### src/rtl/traffic_light_ctrl.sv
// Traffic-light controller: RED/GREEN/YELLOW phases timed in 1 s ticks,
// pedestrian-shortened green, flashing-yellow night mode, countdown output.
// Ports: clk, rst (sync, active-high), en, night_mode, ped_req in;
//        led {yellow,green,red}, ped_walk, remain, tick out.
module traffic_light_ctrl #(
  parameter int CLK_DIV  = 50_000_000,
  parameter int CNT_W    = 8,
  parameter int RED_T    = 5,
  parameter int GREEN_T  = 3,
  parameter int YELLOW_T = 1,
  parameter int PED_T    = 1
) (
  input  logic             clk,
  input  logic             rst,
  input  logic             en,
  input  logic             night_mode,
  input  logic             ped_req,
  output logic [2:0]       led,
  output logic             ped_walk,
  output logic [CNT_W-1:0] remain,
  output logic             tick
);

  localparam int PW = (CLK_DIV > 1) ? $clog2(CLK_DIV) : 1;

  localparam logic [PW-1:0]    PRE_MAX = PW'(CLK_DIV - 1);
  localparam logic [CNT_W-1:0] RED_L   = CNT_W'(RED_T);
  localparam logic [CNT_W-1:0] GRN_L   = CNT_W'(GREEN_T);
  localparam logic [CNT_W-1:0] YEL_L   = CNT_W'(YELLOW_T);
  localparam logic [CNT_W-1:0] PED_L   = CNT_W'(PED_T);
  localparam logic [CNT_W-1:0] ONE     = CNT_W'(1);

  typedef enum logic [2:0] {
    S_IDLE   = 3'd0,
    S_RED    = 3'd1,
    S_GREEN  = 3'd2,
    S_YELLOW = 3'd3,
    S_FLASH  = 3'd4
  } state_e;

  state_e           state_q, state_d;
  logic [PW-1:0]    presc_q, presc_d;
  logic [CNT_W-1:0] remain_q, remain_d;
  logic [2:0]       led_q, led_d;
  logic             walk_q, walk_d;
  logic             pend_q, pend_d;
  logic             flash_q, flash_d;
  logic             tick_w;

  assign tick_w   = en && (presc_q == PRE_MAX);
  assign tick     = tick_w;
  assign led      = led_q;
  assign ped_walk = walk_q;
  assign remain   = remain_q;

  always_comb begin
    state_d  = state_q;
    presc_d  = presc_q;
    remain_d = remain_q;
    pend_d   = pend_q;
    flash_d  = flash_q;

    // Prescaler stays at 0 in IDLE so the first RED phase is full length.
    if (en) begin
      if (tick_w || state_q == S_IDLE) presc_d = '0;
      else presc_d = presc_q + 1'b1;
    end

    if (ped_req && (state_q == S_GREEN || state_q == S_YELLOW))
      pend_d = 1'b1;

    case (state_q)
      S_IDLE: begin
        if (en) begin
          state_d  = S_RED;
          remain_d = RED_L;
        end
      end
      S_RED, S_GREEN, S_YELLOW: begin
        if (tick_w) begin
          if (remain_q > ONE) begin
            remain_d = remain_q - ONE;
          end else if (night_mode) begin
            state_d  = S_FLASH;
            remain_d = '0;
            flash_d  = 1'b0;
            pend_d   = 1'b0;
          end else begin
            case (state_q)
              S_RED: begin
                state_d  = S_GREEN;
                remain_d = GRN_L;
              end
              S_GREEN: begin
                state_d  = S_YELLOW;
                remain_d = YEL_L;
              end
              default: begin
                state_d  = S_RED;
                remain_d = RED_L;
                pend_d   = 1'b0;
              end
            endcase
          end
        end else if (en && state_q == S_GREEN &&
                     pend_q && remain_q > PED_L) begin
          // Clamp only on non-tick cycles; a coinciding tick decrements first.
          remain_d = PED_L;
        end
      end
      S_FLASH: begin
        if (tick_w) begin
          if (night_mode) begin
            flash_d = ~flash_q;
          end else begin
            state_d  = S_RED;
            remain_d = RED_L;
            flash_d  = 1'b0;
            pend_d   = 1'b0;
          end
        end
      end
      default: begin
        state_d  = S_IDLE;
        presc_d  = '0;
        remain_d = '0;
        flash_d  = 1'b0;
        pend_d   = 1'b0;
      end
    endcase
  end

  always_comb begin
    led_d  = 3'b000;
    walk_d = 1'b0;
    case (state_q)
      S_RED: begin
        led_d  = 3'b001;
        walk_d = 1'b1;
      end
      S_GREEN:  led_d = 3'b010;
      S_YELLOW: led_d = 3'b100;
      S_FLASH:  led_d = {flash_q, 2'b00};
      default:  led_d = 3'b000;
    endcase
  end

  always_ff @(posedge clk) begin
    if (rst) begin
      state_q  <= S_IDLE;
      presc_q  <= '0;
      remain_q <= '0;
      led_q    <= 3'b000;
      walk_q   <= 1'b0;
      pend_q   <= 1'b0;
      flash_q  <= 1'b0;
    end else begin
      state_q  <= state_d;
      presc_q  <= presc_d;
      remain_q <= remain_d;
      led_q    <= led_d;
      walk_q   <= walk_d;
      pend_q   <= pend_d;
      flash_q  <= flash_d;
    end
  end

endmodule

### config.mk
export PLATFORM = sky130hd
export DESIGN_NAME = traffic_light_ctrl
export DESIGN_NICKNAME = d
export VERILOG_FILES = /design/src/rtl/traffic_light_ctrl.sv
export SDC_FILE = /design/constraint.sdc
export NUM_CORES = 1
export LEC_CHECK = 0
export BUFFER_PORTS_ARGS = -buffer_cell sky130_fd_sc_hd__buf_4
export CAP_MARGIN = 0
export CORE_MARGIN = 5
export CORE_UTILIZATION = 63
export DETAILED_ROUTE_END_ITERATION = 6
export PLACE_DENSITY = 0.86
export SYNTH_ARGS = -nofsm -noshare
export SYNTH_HDL_FRONTEND = slang
export SYNTH_SLANG_ARGS = --single-unit
### constraint.sdc
create_clock -name clk -period 4.9 [get_ports clk]
set_input_delay 0.245 -clock clk [delete_from_list [all_inputs] [get_ports clk]]
set_output_delay 0.245 -clock clk [all_outputs]
set_load 0.05 [all_outputs]
==> results.rst <==
.. list-table::
   :header-rows: 1

   * - Metric
     - Value
   * - Number of nets at the end of the flow
     - 278
   * - Starting density of the core
     - 0.6560
   * - Boundary pin count
     - 18
   * - Setup slack of the critical path after layout
     - 2451 ps
   * - Total non-filler cell area in the finished layout
     - 2419 um^2
   * - Tightest slew margin relative to the limit
     - 0.4239
   * - Max-Cap Viols
     - 0
   * - Post-route clock period utilization
     - 0.4997
   * - Delay contributed by the slowest stage of the critical path
     - 640 ps
   * - Fraction of final layout cells with drive strength greater than 1
     - 0.1365
   * - Avg Cell Area, Syn
     - 8.685 um^2
   * - Placement Setup Slack
     - 2477 ps
   * - Number of antenna-violating nets in the routed design
     - 0
   * - Worst Path Required
     - 5120 ps
   * - Classification of the worst-slack hold path
     - in2reg
   * - Number of diodes added for antenna fixing
     - 0
   * - Worst setup path class
     - reg2reg
   * - Number of antenna violations at the first check in global routing
     - 0
   * - Quantity of gates resized following cts
     - 0
   * - Yosys top cell area share
     - 0.3872
   * - Row cnt
     - 21
   * - Number of slew-limit violations in the final report
     - 0
   * - Endpoint type of the worst setup path
     - flop
   * - Remaining DRCs
     - 0
   * - Number of hold violations in the final report
     - 0
   * - Fraction of the yosys area taken by sequential cells
     - 0.3872
   * - Placer Congestion
     - 0.8350
   * - Clock transition at the register clock pins on the worst setup and hold paths after CTS
     - 140 ps
   * - Max Clock Freq
     - 0.4084 GHz
   * - First-pass GRT wire length
     - 7.610 mm
   * - Final critical delay including setup and external delays
     - 2449 ps
   * - Setup fix buffers added after clock tree synthesis
     - 0
   * - Core area
     - 3390 um^2
   * - Number of detailed-route iterations in the first pass
     - 4
   * - Combinational cell fraction of total power
     - 0.350
   * - Post-synth EDFFs
     - 0
   * - Global router's overall resource usage
     - 0.1875
   * - Cts bufs inserted
     - 5
   * - Die ar.
     - 4817 um^2
   * - X dimension of the die
     - 69.41 um
   * - Main area contributors after synthesis
     - sky130_fd_sc_hd__dfxtp_1, sky130_fd_sc_hd__nor2_1, sky130_fd_sc_hd__xor2_1
   * - Arrival time at the worst endpoint
     - 2660 ps
   * - Crit path max-delay cell type
     - sky130_fd_sc_hd__nand2_1
   * - Hold slack
     - 109.5 ps
   * - Hold Buf Count CTS
     - 0
   * - Number of instances in the synthesized netlist
     - 256
   * - Clock root buffer
     - sky130_fd_sc_hd__clkbuf_4
   * - Count of distinct cell types in the synthesized netlist
     - 55
   * - GRT overflow
     - 0
   * - Maximum number of pins on one net before global-route repair
     - 27
   * - Slew of the pin with the lowest slew margin
     - 862.0 ps
   * - Clock tree from TritonCTS
     - yes
   * - CP Cell Sequence
     - or4_4, nor3_4, and3_4, o21ai_1, nand2_1, nor2_1
   * - Setup repair after global routing missed its margin
     - false
   * - Source-to-sink clock delay at the later pin of the worst-skew pair
     - 370 ps
   * - Initial DRC count
     - 187
   * - Port-buffer cells
     - 17
   * - Static Leakage
     - 0.9204 nW
   * - Area of the mapped netlist
     - 2223 um^2
   * - Clock Sink Count
     - 43
   * - Async set-or-reset flop fraction in the synthesized netlist
     - 0
   * - Cell taking the most area after synthesis
     - sky130_fd_sc_hd__dfxtp_1
   * - Relative area change from synthesis to final layout
     - 8.779%
   * - Vias after detailed routing
     - 1,809
   * - Max VDD drop
     - 0.2403 mV
   * - Post-layout power
     - 0.9882 mW
   * - Routed WL per cell
     - 13.47 um
   * - Die H
     - 69.41 um
   * - Result of the run
     - finished clean
   * - Internal power
     - 0.6097 mW
   * - YS warnings
     - 0
   * - Maximum fanout along the worst path
     - 26
   * - Seq pwr share
     - 0.420
   * - Type of element launching the critical path
     - flop
   * - Final TNS setup
     - 0 ps
   * - Main flop type after synthesis
     - sky130_fd_sc_hd__dfxtp_1
   * - Top delay family on crit path
     - simple AND/OR/NAND/NOR gates
   * - Filler Cells Inserted
     - 281
   * - CP Buf/Inv Count
     - 0
   * - Total number of H-tree levels
     - 2
   * - Net switching share of the total power
     - 0.3830
   * - Detailed-placement wirelength estimate
     - 2.992 mm
   * - Final setup fails
     - 0
   * - Switching power
     - 0.3785 mW
   * - Power density normalized to cell area
     - 408.6 nW/um^2
   * - Setup clock skew after layout
     - 17.94 ps
   * - Clock tree buffer depth
     - 2
   * - Vias in the first global route
     - 1,675
   * - Clk pwr share
     - 0.230
   * - Post-place instance area
     - 2337 um^2
   * - Final wirelength
     - 4.271 mm
   * - Flip-flop and latch count after synthesis
     - 43
   * - Mapped Nets
     - 264
   * - Routed via count divided by cell count
     - 5.707
## power by group through the flow
stage	clock, mW	combinational, mW	sequential (mW)
global route	0.248	0.379	0.421
floorplan	0	0.267	0.443
finish	0.227	0.346	0.415
CTS	0.231	0.346	0.414
detailed placement	0	0.345	0.422
global placement	0	0.339	0.422
## cell usage after synthesis (2+ instances only)
cell type,instances
sky130_fd_sc_hd__nor3_4,2
sky130_fd_sc_hd__o31ai_1,2
sky130_fd_sc_hd__nor2_1,46
sky130_fd_sc_hd__a21oi_1,10
sky130_fd_sc_hd__a31oi_1,2
sky130_fd_sc_hd__clkbuf_1,4
sky130_fd_sc_hd__and2_1,2
sky130_fd_sc_hd__nor4b_1,3
sky130_fd_sc_hd__ha_1,3
sky130_fd_sc_hd__nor4_1,3
sky130_fd_sc_hd__nand4_1,7
sky130_fd_sc_hd__nor3_1,3
sky130_fd_sc_hd__mux2i_1,2
sky130_fd_sc_hd__xnor2_1,9
sky130_fd_sc_hd__clkbuf_8,2
sky130_fd_sc_hd__o21ai_1,5
sky130_fd_sc_hd__nand3b_1,2
sky130_fd_sc_hd__buf_2,2
sky130_fd_sc_hd__a22o_1,3
sky130_fd_sc_hd__a22oi_1,2
sky130_fd_sc_hd__nand2_1,14
sky130_fd_sc_hd__o21ai_0,5
sky130_fd_sc_hd__and3_1,5
sky130_fd_sc_hd__or4b_1,2
sky130_fd_sc_hd__inv_1,8
sky130_fd_sc_hd__xor2_1,19
sky130_fd_sc_hd__nand4b_1,2
sky130_fd_sc_hd__nand3_1,16
sky130_fd_sc_hd__and4_1,3
sky130_fd_sc_hd__dfxtp_1,43
## path summary, 6_finish.rpt
kind / start / to / slack [ps] / cells past startpoint
min: rst / led[2] / 110 / 2
max: presc_q[18] / presc_q[10] / 2450 / 6
min reg2reg: remain[5] / remain[5] / 510 / 2
max reg2reg: presc_q[18] / presc_q[10] / 2450 / 6
## metrics by stage
stage / cells / util
CTS: 317 / 0.7135
global placement: 309 / 0.6896
finish: 317 / 0.7135
global route: 317 / 0.7135
floorplan: 256 / -
detailed placement: 309 / 0.6896
## routing by layer
layer / global-route usage / vias up / routed length [um]
met5: 0 / - / 0
met4: 0.07158 / 0 / 80
met3: 0.05507 / 7 / 220
met2: 0.2924 / 36 / 1997
met1: 0.2435 / 832 / 1972
li1: - / 934 / -
## layout make-up
type                    instances  area, um^2  share of cell area
clock inverters                 3       43.79             0.01811
inverters                       8       30.03             0.01242
flip-flops and latches         43       860.8              0.3559
clock buffers                   5       37.54             0.01552
well taps                      46       57.56             0.02380
multi-input cells             195        1261              0.5215
repair buffers                 17       127.6             0.05277
## flip-flops by register name, indices dropped and copies added (netlist names)
register and cells:
presc_q 26, remain 8, led 3, state_q 3, flash_q 1, ped_walk 1
pend_q 1
## cells in the final DEF, fill, tap and decap left out, types with 5 or more instances in the layout
cell type and instances:
sky130_fd_sc_hd__a21oi_1 10, sky130_fd_sc_hd__and3_1 5, sky130_fd_sc_hd__buf_4 17, sky130_fd_sc_hd__clkbuf_4 5, sky130_fd_sc_hd__dfxtp_1 43, sky130_fd_sc_hd__inv_1 8, sky130_fd_sc_hd__nand2_1 14, sky130_fd_sc_hd__nand3_1 16
sky130_fd_sc_hd__nand4_1 7, sky130_fd_sc_hd__nor2_1 46, sky130_fd_sc_hd__o21ai_0 5, sky130_fd_sc_hd__o21ai_1 5, sky130_fd_sc_hd__xnor2_1 9, sky130_fd_sc_hd__xor2_1 19
## cells by family after synthesis
family                   after synthesis  share of synthesized area
buffers and inverters                 18                    0.04558
multiplexers                           2                   0.009004
adder cells (fa/ha/maj)                3                    0.01688
AND/OR/NAND/NOR                      123                     0.3056
XOR/XNOR                              28                     0.1103
AO/OA/AOI/OAI                         39                     0.1255
flip-flops                            43                     0.3872
Power figures use the tool's default switching activity.
